==> config.mk <==
export PLATFORM = sky130hd
export DESIGN_NAME = otbn_keccak_lane_collector_flat
export DESIGN_NICKNAME = d
export VERILOG_FILES = /design/src/rtl/otbn_keccak_lane_collector_if.sv /design/src/rtl/otbn_keccak_lane_collector.sv /design/src/flat_wrapper.sv
export SDC_FILE = /design/constraint.sdc
export NUM_CORES = 2
export LEC_CHECK = 0
export BUFFER_PORTS_ARGS = -buffer_cell sky130_fd_sc_hd__clkbuf_2
export CAP_MARGIN = 20
export CORE_AREA = 2 2 407 409
export DETAILED_ROUTE_END_ITERATION = 12
export DIE_AREA = 0 0 409 411
export PLACE_DENSITY = 0.73
export SLEW_MARGIN = 40
export SYNTH_ARGS = -nofsm -noshare
export SYNTH_HDL_FRONTEND = slang
export SYNTH_SLANG_ARGS = --single-unit
==> constraint.sdc <==
create_clock -name clk_i -period 65.7 [get_ports clk_i]
set_input_delay 6.57 -clock clk_i [delete_from_list [all_inputs] [get_ports clk_i]]
set_output_delay 6.57 -clock clk_i [all_outputs]
set_load 0.03 [all_outputs]
==> src/rtl/otbn_keccak_lane_collector_if.sv <==
// Lane-collector bus bundle: lane input stream, flush, drain output stream and status.
interface otbn_keccak_lane_collector_if #(
  parameter int unsigned WordW = 256
);
  logic             in_valid;
  logic             in_ready;
  logic [WordW-1:0] in_data;
  logic [1:0]       in_d_w_sel;
  logic [2:0]       in_x;
  logic [2:0]       in_y;
  logic             in_pi;
  logic             flush;
  logic             out_valid;
  logic             out_ready;
  logic [WordW-1:0] out_data;
  logic             out_last;
  logic [4:0]       lane_cnt;
  logic             err;

  modport master (
    output in_valid, in_data, in_d_w_sel, in_x, in_y, in_pi, flush, out_ready,
    input  in_ready, out_valid, out_data, out_last, lane_cnt, err
  );

  modport slave (
    input  in_valid, in_data, in_d_w_sel, in_x, in_y, in_pi, flush, out_ready,
    output in_ready, out_valid, out_data, out_last, lane_cnt, err
  );
endinterface

==> src/rtl/otbn_keccak_lane_collector.sv <==
// Collects 25 Keccak lanes (optionally pi-remapped) and drains them as seven packed words.
// Optional macro OTBN_KECCAK_COLLECT_CHI_EN: drain chi(state) instead of the raw buffer.
module otbn_keccak_lane_collector #(
  parameter int unsigned LaneW        = 64,
  parameter int unsigned WordW        = 256,
  parameter bit          ClearOnDrain = 1'b1
) (
  input  logic                        clk_i,
  input  logic                        rst_i,
  otbn_keccak_lane_collector_if.slave bus
);

  localparam int unsigned NumLanes     = 25;
  localparam int unsigned LanesPerWord = 4;
  localparam int unsigned LastWord     = 6;

  typedef enum logic {
    COLLECT,
    DRAIN
  } state_e;

  state_e                  state_q, state_d;
  logic [NumLanes-1:0]     bitmap_q, bitmap_d;
  logic [4:0]              cnt_q, cnt_d;
  logic [2:0]              beat_q, beat_d;
  logic                    err_q, err_d;
  logic                    wr_en;
  logic                    clr_buf;
  logic                    coord_ok;
  logic [2:0]              dst_x;
  logic [2:0]              dst_y;
  logic [4:0]              pi_sum;
  logic [4:0]              wr_idx;
  logic [LaneW-1:0]        wr_lane;
  logic [LaneW-1:0]        lanes_q   [NumLanes];
  logic [LaneW-1:0]        src_lanes [NumLanes];
  logic [WordW-1:0]        out_word;

  // Destination lane: pi maps (x,y) -> (y, (2x+3y) mod 5); range check uses raw coordinates.
  always_comb begin
    coord_ok = (bus.in_x <= 3'd4) && (bus.in_y <= 3'd4);
    pi_sum   = 5'(bus.in_x) * 5'd2 + 5'(bus.in_y) * 5'd3;
    dst_x    = bus.in_pi ? bus.in_y : bus.in_x;
    dst_y    = bus.in_pi ? 3'(pi_sum % 5'd5) : bus.in_y;
    wr_idx   = 5'(dst_x) + 5'(dst_y) * 5'd5;
    wr_lane  = bus.in_data[{bus.in_d_w_sel, 6'd0} +: LaneW];
  end

  always_ff @(posedge clk_i or posedge rst_i) begin
    if (rst_i) begin
      state_q  <= COLLECT;
      bitmap_q <= '0;
      cnt_q    <= '0;
      beat_q   <= '0;
      err_q    <= 1'b0;
    end else begin
      state_q  <= state_d;
      bitmap_q <= bitmap_d;
      cnt_q    <= cnt_d;
      beat_q   <= beat_d;
      err_q    <= err_d;
    end
  end

  // Next-state logic; flush overrides any handshake in the same cycle.
  always_comb begin
    state_d  = state_q;
    bitmap_d = bitmap_q;
    cnt_d    = cnt_q;
    beat_d   = beat_q;
    err_d    = 1'b0;
    wr_en    = 1'b0;
    clr_buf  = 1'b0;
    if (bus.flush) begin
      state_d  = COLLECT;
      bitmap_d = '0;
      cnt_d    = '0;
      beat_d   = '0;
    end else begin
      unique case (state_q)
        COLLECT: begin
          if (bus.in_valid) begin
            if (!coord_ok) begin
              err_d = 1'b1;
            end else begin
              wr_en            = 1'b1;
              bitmap_d[wr_idx] = 1'b1;
              if (!bitmap_q[wr_idx]) begin
                cnt_d = cnt_q + 5'd1;
              end
              if (cnt_d == 5'(NumLanes)) begin
                state_d = DRAIN;
              end
            end
          end
        end
        DRAIN: begin
          if (bus.out_ready) begin
            if (beat_q == 3'(LastWord)) begin
              state_d  = COLLECT;
              bitmap_d = '0;
              cnt_d    = '0;
              beat_d   = '0;
              clr_buf  = ClearOnDrain;
            end else begin
              beat_d = beat_q + 3'd1;
            end
          end
        end
        default: state_d = COLLECT;
      endcase
    end
  end

  always_ff @(posedge clk_i or posedge rst_i) begin
    if (rst_i) begin
      for (int i = 0; i < NumLanes; i++) lanes_q[i] <= '0;
    end else if (clr_buf) begin
      for (int i = 0; i < NumLanes; i++) lanes_q[i] <= '0;
    end else if (wr_en) begin
      lanes_q[wr_idx] <= wr_lane;
    end
  end

`ifdef OTBN_KECCAK_COLLECT_CHI_EN
  // chi: A[x,y] ^ (~A[x+1,y] & A[x+2,y]) along each row.
  always_comb begin
    for (int y = 0; y < 5; y++) begin
      for (int x = 0; x < 5; x++) begin
        src_lanes[x + 5*y] = lanes_q[x + 5*y]
                           ^ (~lanes_q[(x + 1) % 5 + 5*y] & lanes_q[(x + 2) % 5 + 5*y]);
      end
    end
  end
`else
  always_comb begin
    for (int i = 0; i < NumLanes; i++) src_lanes[i] = lanes_q[i];
  end
`endif

  // Word k packs lanes 4k..4k+3, lane 4k in the LSBs; lanes past 24 read as zero.
  always_comb begin
    logic [4:0] li;
    out_word = '0;
    li       = '0;
    for (int j = 0; j < LanesPerWord; j++) begin
      li = {beat_q, 2'b00} + 5'(j);
      if (li < 5'(NumLanes)) begin
        out_word[j*LaneW +: LaneW] = src_lanes[li];
      end
    end
  end

  assign bus.in_ready  = (state_q == COLLECT);
  assign bus.out_valid = (state_q == DRAIN);
  assign bus.out_last  = (state_q == DRAIN) && (beat_q == 3'(LastWord));
  assign bus.out_data  = out_word;
  assign bus.lane_cnt  = cnt_q;
  assign bus.err       = err_q;

endmodule

==> src/flat_wrapper.sv <==
// flat-port wrapper written by rule: the top's interface ports become plain ports
module otbn_keccak_lane_collector_flat 
#(
  parameter int unsigned LaneW        = 64,
  parameter int unsigned WordW        = 256,
  parameter bit          ClearOnDrain = 1'b1
)
  (clk_i, rst_i, bus_in_valid, bus_in_data, bus_in_d_w_sel, bus_in_x, bus_in_y, bus_in_pi, bus_flush, bus_out_ready, bus_in_ready, bus_out_valid, bus_out_data, bus_out_last, bus_lane_cnt, bus_err);
  otbn_keccak_lane_collector_if #(.WordW(WordW)) bus_i ();
  input  logic clk_i;
  input  logic rst_i;
  input wire logic [$bits(bus_i.in_valid)-1:0] bus_in_valid;
  input wire logic [$bits(bus_i.in_data)-1:0] bus_in_data;
  input wire logic [$bits(bus_i.in_d_w_sel)-1:0] bus_in_d_w_sel;
  input wire logic [$bits(bus_i.in_x)-1:0] bus_in_x;
  input wire logic [$bits(bus_i.in_y)-1:0] bus_in_y;
  input wire logic [$bits(bus_i.in_pi)-1:0] bus_in_pi;
  input wire logic [$bits(bus_i.flush)-1:0] bus_flush;
  input wire logic [$bits(bus_i.out_ready)-1:0] bus_out_ready;
  output wire logic [$bits(bus_i.in_ready)-1:0] bus_in_ready;
  output wire logic [$bits(bus_i.out_valid)-1:0] bus_out_valid;
  output wire logic [$bits(bus_i.out_data)-1:0] bus_out_data;
  output wire logic [$bits(bus_i.out_last)-1:0] bus_out_last;
  output wire logic [$bits(bus_i.lane_cnt)-1:0] bus_lane_cnt;
  output wire logic [$bits(bus_i.err)-1:0] bus_err;
  assign bus_i.in_valid = bus_in_valid;
  assign bus_i.in_data = bus_in_data;
  assign bus_i.in_d_w_sel = bus_in_d_w_sel;
  assign bus_i.in_x = bus_in_x;
  assign bus_i.in_y = bus_in_y;
  assign bus_i.in_pi = bus_in_pi;
  assign bus_i.flush = bus_flush;
  assign bus_i.out_ready = bus_out_ready;
  assign bus_in_ready = bus_i.in_ready;
  assign bus_out_valid = bus_i.out_valid;
  assign bus_out_data = bus_i.out_data;
  assign bus_out_last = bus_i.out_last;
  assign bus_lane_cnt = bus_i.lane_cnt;
  assign bus_err = bus_i.err;
  otbn_keccak_lane_collector #(.LaneW(LaneW), .WordW(WordW), .ClearOnDrain(ClearOnDrain)) u_core (.clk_i(clk_i), .rst_i(rst_i), .bus(bus_i));
endmodule
# --- After elaboration in Yosys (flattened, before gate mapping) ---
# Cells that the tools add are included.
word_totals:
  ff_bits: 1635
  in_bits: 270
  out_inout_bits: 265
  word_cells: 144
classes:
  n_addsub: 7
  mul: 2
  div: 1
  n_lt_le_gt_ge: 14
  n_eq_ne: 6
  shifts: 1
  mux: 67
  bitwise: 7
  n_reduce_logical: 9
op_table:
  columns: ["operator", "count"]
  rows:
  - ["$mux W1600", 2]
  - ["$bwmux W1600", 1]
  - ["$bmux W64 S5", 4]
  - ["$mux W64", 13]
  - ["$demux W64 S5", 1]
  - ["$shiftx A256 B9 Y64", 1]
  - ["$mux W25", 5]
  - ["$mux W5", 10]
  - ["$pmux W25 S2", 1]
  - ["$ge A6 B6 Y1 const B", 5]
  - ["$not A5 Y6", 5]
  - ["$or A25 B25 Y25", 1]
  - ["$lt A5 B5 Y1 const B", 4]
  - ["$mux W1", 20]
  - ["$mux W3", 6]
  - ["$add A5 B1 Y5 const B", 2]
  - ["$add A5 B2 Y5 const B", 2]
  - ["$pmux W5 S2", 1]
  - ["$ne A3 B3 Y1 const B", 3]
  - ["$le A3 B3 Y1 const B", 2]
  - ["$lt A5 B6 Y1 const B", 1]
  - ["$lt A6 B1 Y1 const B", 1]
  - ["$reduce_bool A2 Y1", 3]
  - ["$add A3 B5 Y5", 1]
  - ["16 further kinds", 19]

# --- Logic depth before layout (Yosys ltp) ---
depth:
  word_depth: 19
  ltp_mapped: 36
  ltp_nobuf: 32

# --- Worst setup path before layout ---
# Ideal clock, no wire load.
synth_timing:
  path_type: "input port to flip-flop"
  from: "in bus_in_y[1]"
  to: "reg u_core.lanes_q[1280] (netlist bit)"
  setup_ns: 0.121
  arrival_ns: 14.160
  required_ns: 65.579
  slack_ns: 51.419
  path_stages: 35
  path_buffers: 3
  cell_sequence: "inv_1 -> fa_1 -> inv_1 -> ha_1 -> fa_1 -> clkbuf_1 -> inv_1 -> ha_1 -> nor3b_1 -> nor3_1 -> o21a_1 -> a31oi_1 -> xnor2_1 -> ha_1 -> nor2_1 -> nor3_1 -> or4_4 -> a31oi_4 -> nor2_1 -> xor2_1 -> a21o_1 -> ha_1 -> ha_1 -> ha_1 -> a21o_1 -> a21oi_1 -> xnor2_1 -> mux2_2 -> a211oi_1 -> nand3_4 -> buf_2 -> nor3b_2 -> a21oi_1 -> clkbuf_1 -> a22o_1"
synth_between:
  elab_chain_len: 14
  elab_cells_between_ends: 23
  classes_between: "add/sub (2); mul (2); div (1); order compare (3); mux (11); bitwise (1); reduce/logical (3)"
synth_lines:
  columns: ["item", "line_no", "rtl"]
  rows:
  - ["start, declared", "flat_wrapper.sv:16", "input wire logic [$bits(bus_i.in_y)-1:0] bus_in_y;"]
  - ["$mul A3 B2 Y5", "otbn_keccak_lane_collector.sv:42", "pi_sum = 5'(bus.in_x) * 5'd2 + 5'(bus.in_y) * 5'd3;"]
  - ["$add A4 B5 Y5", "otbn_keccak_lane_collector.sv:42", null]
  - ["$mod A5 B3 Y5", "otbn_keccak_lane_collector.sv:44", "dst_y = bus.in_pi ? 3'(pi_sum % 5'd5) : bus.in_y;"]
  - ["$mux W3", "otbn_keccak_lane_collector.sv:44", null]
  - ["$mul A3 B3 Y5", "otbn_keccak_lane_collector.sv:45", "wr_idx = 5'(dst_x) + 5'(dst_y) * 5'd5;"]
  - ["$add A3 B5 Y5", "otbn_keccak_lane_collector.sv:45", null]
  - ["$not A5 Y6 (not written as such)", "otbn_keccak_lane_collector.sv:121", "lanes_q[wr_idx] <= wr_lane;"]
  - ["$ge A6 B6 Y1 (not written as such) or $lt A6 B1 Y1 (tied branches)", "otbn_keccak_lane_collector.sv:121", null]
  - ["$logic_and A1 B1 Y1 (not written as such)", "otbn_keccak_lane_collector.sv:121", null]
  - ["$mux W64 (not written as such)", "otbn_keccak_lane_collector.sv:121", null]
  - ["$demux W64 S5", "otbn_keccak_lane_collector.sv:121", null]
  - ["$bwmux W1600", "otbn_keccak_lane_collector.sv:121", null]
  - ["$mux W1600", "otbn_keccak_lane_collector.sv:120", "end else if (wr_en) begin"]
  - ["$mux W1600", "otbn_keccak_lane_collector.sv:118", "end else if (clr_buf) begin"]
  - ["end signal, assigned by index", "otbn_keccak_lane_collector.sv:121", null]
  - ["end, declared", "otbn_keccak_lane_collector.sv:35", "logic [LaneW-1:0] lanes_q [NumLanes];"]
# Several ways; a longest one is shown, not always the timed one. The select of a mux whose other input is x is not followed.
# A chain may end at the register's enable or synchronous reset.

# --- Final worst setup path ---
layout_timing:
  from: "in bus_in_y[1]"
  to: "reg u_core.lanes_q[703] (netlist bit)"
# The elaborated chain is that of the path after synthesis.

==> results.md <==
- Status: complete, no violations
- Pre-CTS setup slack: 49.00 ns
- Initial antenna violation count: 4
- Nets: 5887
- Ys flop type: dfrtp_1
- CTS tree: done
- Pwr dens: 48.4 nW/um2
- CP max FO: 56
- Synth warnings: 0
- Setup TNS: 0 ns
- CP max stage delay: 0.63 ns
- CTS Buf Count: 164
- Residual DRC: 0
- Top-level port count: 535
- Tightest Pin Transition: 0.928 ns
- Clock transition at the registers of the reported paths: 0.06 ns
- Final Skew: 0.0231 ns
- Post-Route WL: 245000 um
- Via/cell ratio: 6.81
- Adder-Cell Fraction of Synth Area: 0.382%
- Final Slew Violations: 0
- IO buf count: 534
- H-tree levels: 4
- Final hold slack: 0.493 ns
- Unrepaired setup endpoints after global routing: false
- Finished Layout Cells: 7918
- GR Overflow Total: 0
- HPWL after DPL: 142000 um
- Number of diodes: 0
- GRT Total Usage: 28.6%
- Placeable Area: 164000 um2
- First-pass GRT wire length: 365000 um
- Async set-reset flop share out of synthesis: 100%
- Fmax: 62.9 MHz
- Cell Area, Synth: 73300 um2
- Cells after Synth: 5457
- Avg Cell Area, Syn: 13.4 um2
- Share of post-route cells with drive strength above 1: 25.8%
- Leakage: 0.0379 uW
- Post-CTS setup buffer count: 0
- Number of flops mapped to enable cells by yosys: 0
- Seq/Total Area, Yosys: 55.8%
- Register bit total from synthesis: 1635
- Required time worst endpoint: 66.38 ns
- Min-delay worst type: reg -> reg
- Met1 Use GR: 38.7%
- Clk Latency, worst-skew pair: 0.81 ns
- Commonest non-fill, non-tap cell in the layout: dfrtp_1
- Met3 Usage GRT: 8.43%
- Clock tree buffer depth: 3
- Endpoints failing setup: 0
- Die Wd: 409 um
- Tmin final: 15.89 ns
- Reg2reg start: u_core.bus.out_valid$_DFF_PP0_
- DRT antenna net count: 0
- Hold Buf Count CTS: 0
- Starting Density: 44.8%
- Die H: 411 um
- Crit path kind: in -> reg
- Worst vdd ir: 0.0300 mV
- Largest family of logic cells by synthesized area: compound AO/OA/AOI/OAI gates
- Area Growth Syn to Fin: 13.8%
- Final hold violation count: 0
- Pre-Repair DR Iteration Count: 5
- PostCTS Resize Cnt: 0
- DR vias: 53955
- Root Driver: clkbuf_16
- Dpl cells: 7617
- Syn Nets: 5747
- Largest net degree at the start of global routing: 119
- Final Cycle Share: 24.2%
- Critical path's slowest cell: buf_4
- M2 GR Usage: 42.8%
- CTS Sinks: 1635
- DP Area: 77700 um2
- Gpl congestion: 0.825
- Setup ws final: 49.81 ns
- Crit path arrival time: 16.58 ns
- Routed length per instance: 31.0 um
- Synth Area in Compound Gates: 22.1%
- Slew Limit Headroom: 38.1%
- CP dominant cell by count: ha_1
- Setup crit end kind: flip-flop
- Initial DRC Count: 6174
- Unique cell type count in the Yosys netlist: 57
- Fraction of the mapped netlist area in simple logic gates: 1.95%
- Std cell rows: 149
- Global routing's busiest layer: met2
- Highest-count cells in the layout ignoring fill and taps: dfrtp_1, a22o_1, clkbuf_2
- Xor and xnor area share after synthesis: 0.130%
- Die ar.: 168000 um2
- Multiplexer area fraction after synthesis: 14.7%
- Via count of the first global-routing pass: 54724
- CP Launch Type: primary input
- Fin area: 83400 um2
- Hold Startpoint: u_core.lanes_q[669]$_DFFE_PP0P_
- Critical Path Source: bus_in_y[1]
- Max-cap violation count: 0
==> state kept, by name, summed over array words and instances (netlist names) <==
| register | cells |
|---|---|
| u_core.beat_q | 3 |
| u_core.bitmap_q | 25 |
| u_core.bus.err | 1 |
| u_core.bus.lane_cnt | 5 |
| u_core.bus.out_valid | 1 |
| u_core.lanes_q | 1600 |
==> synth_stat cells, types with 3 or more instances <==
| cell type | n | share of area [%] |
|---|---|---|
| nor4_2 | 3 | 0.051 |
| mux2i_1 | 260 | 3.5 |
| a21o_1 | 4 | 0.041 |
| o21ai_0 | 71 | 0.48 |
| a22o_1 | 1601 | 19 |
| inv_1 | 208 | 1.1 |
| and2_1 | 65 | 0.55 |
| nor3b_1 | 6 | 0.061 |
| buf_1 | 130 | 0.67 |
| a21oi_2 | 5 | 0.060 |
| and3b_1 | 4 | 0.048 |
| nand2_1 | 86 | 0.44 |
| nor3_2 | 4 | 0.055 |
| ha_1 | 16 | 0.27 |
| mux2_2 | 69 | 1.1 |
| nor3b_2 | 4 | 0.068 |
| o22ai_1 | 195 | 1.7 |
| a21oi_4 | 5 | 0.11 |
| dfrtp_1 | 1635 | 56 |
| clkbuf_1 | 406 | 2.1 |
| nor2_1 | 45 | 0.23 |
| fa_1 | 4 | 0.11 |
| a21oi_1 | 53 | 0.36 |
| xnor2_1 | 6 | 0.072 |
| xor2_1 | 3 | 0.036 |
| nor3_1 | 5 | 0.034 |
| o211ai_1 | 3 | 0.031 |
| mux4_2 | 327 | 10 |
| and3_1 | 6 | 0.051 |
| buf_2 | 172 | 1.2 |
| nand2b_1 | 5 | 0.043 |
| nand3_1 | 11 | 0.075 |
| nand4_1 | 3 | 0.026 |
| a31oi_1 | 3 | 0.026 |
| nor2b_1 | 4 | 0.034 |
==> area by class of cell <==
class                   instances  area (um2)
clock inverters                69         855
multi-input cells            2904       29200
well taps                    2189        2740
clock buffers                 229        4730
repair buffers                684        4170
inverters                     208         788
fillers                     13526       80400
flip-flops and latches       1635       40900
==> worst max-delay path: cells and delay by family <==
family | cells | cell delay, ns
fa+ha+maj | 8 | 2.63
xor+xnor | 3 | 0.52
simple gates | 8 | 2.50
compound gates | 9 | 2.33
mux | 1 | 0.39
buf+inv | 6 | 1.52
==> final timing paths <==
| path | slack, ns | end | cells past startpoint |
|---|---|---|---|
| max reg2reg | 61.51 | u_core.lanes_q[255]$_DFFE_PP0P_ | 9 |
| min reg2reg | 0.49 | u_core.lanes_q[669]$_DFFE_PP0P_ | 1 |
| max in group asynchronous | 55.93 | u_core.lanes_q[376]$_DFFE_PP0P_ | 7 |
| min | 0.49 | u_core.lanes_q[669]$_DFFE_PP0P_ | 1 |
| min in group asynchronous | 5.88 | u_core.lanes_q[89]$_DFFE_PP0P_ | 2 |
| max | 49.81 | u_core.lanes_q[703]$_DFFE_PP0P_ | 35 |
==> routing by layer <==
metal / vias up / share of wire (%)
li1: 21214 / -
met1: 28629 / 39
met2: 3549 / 45
met3: 559 / 11
met4: 4 / 4.7
met5: - / 0.011
==> metrics by stage <==
stage	power, uW	utilization [%]
floorplan	2570	-
global placement	2970	47.2
detailed placement	3020	47.4
CTS	4010	50.8
global route	4190	50.9
finish	4030	50.9
==> cell families (layout without fill, tap and decap cells) <==
family,count (synthesis),after routing
adders and majority gates,20,20
AOI/OAI and AO/OA,1955,1955
and+or+nand+nor,263,263
xor gates and xnor gates,10,10
DFF,1635,1635
buffers and inverters,918,1190
muxes,656,656
==> report_power, final <==
part / switching, uW / internal, uW / total (uW) / leakage, uW
registers: 251 / 1430 / 1680 / 0.0224
clock network: 412 / 567 / 979 / 0.00276
logic: 795 / 582 / 1380 / 0.0128
Note: power is estimated with default switching activity, not from simulation.
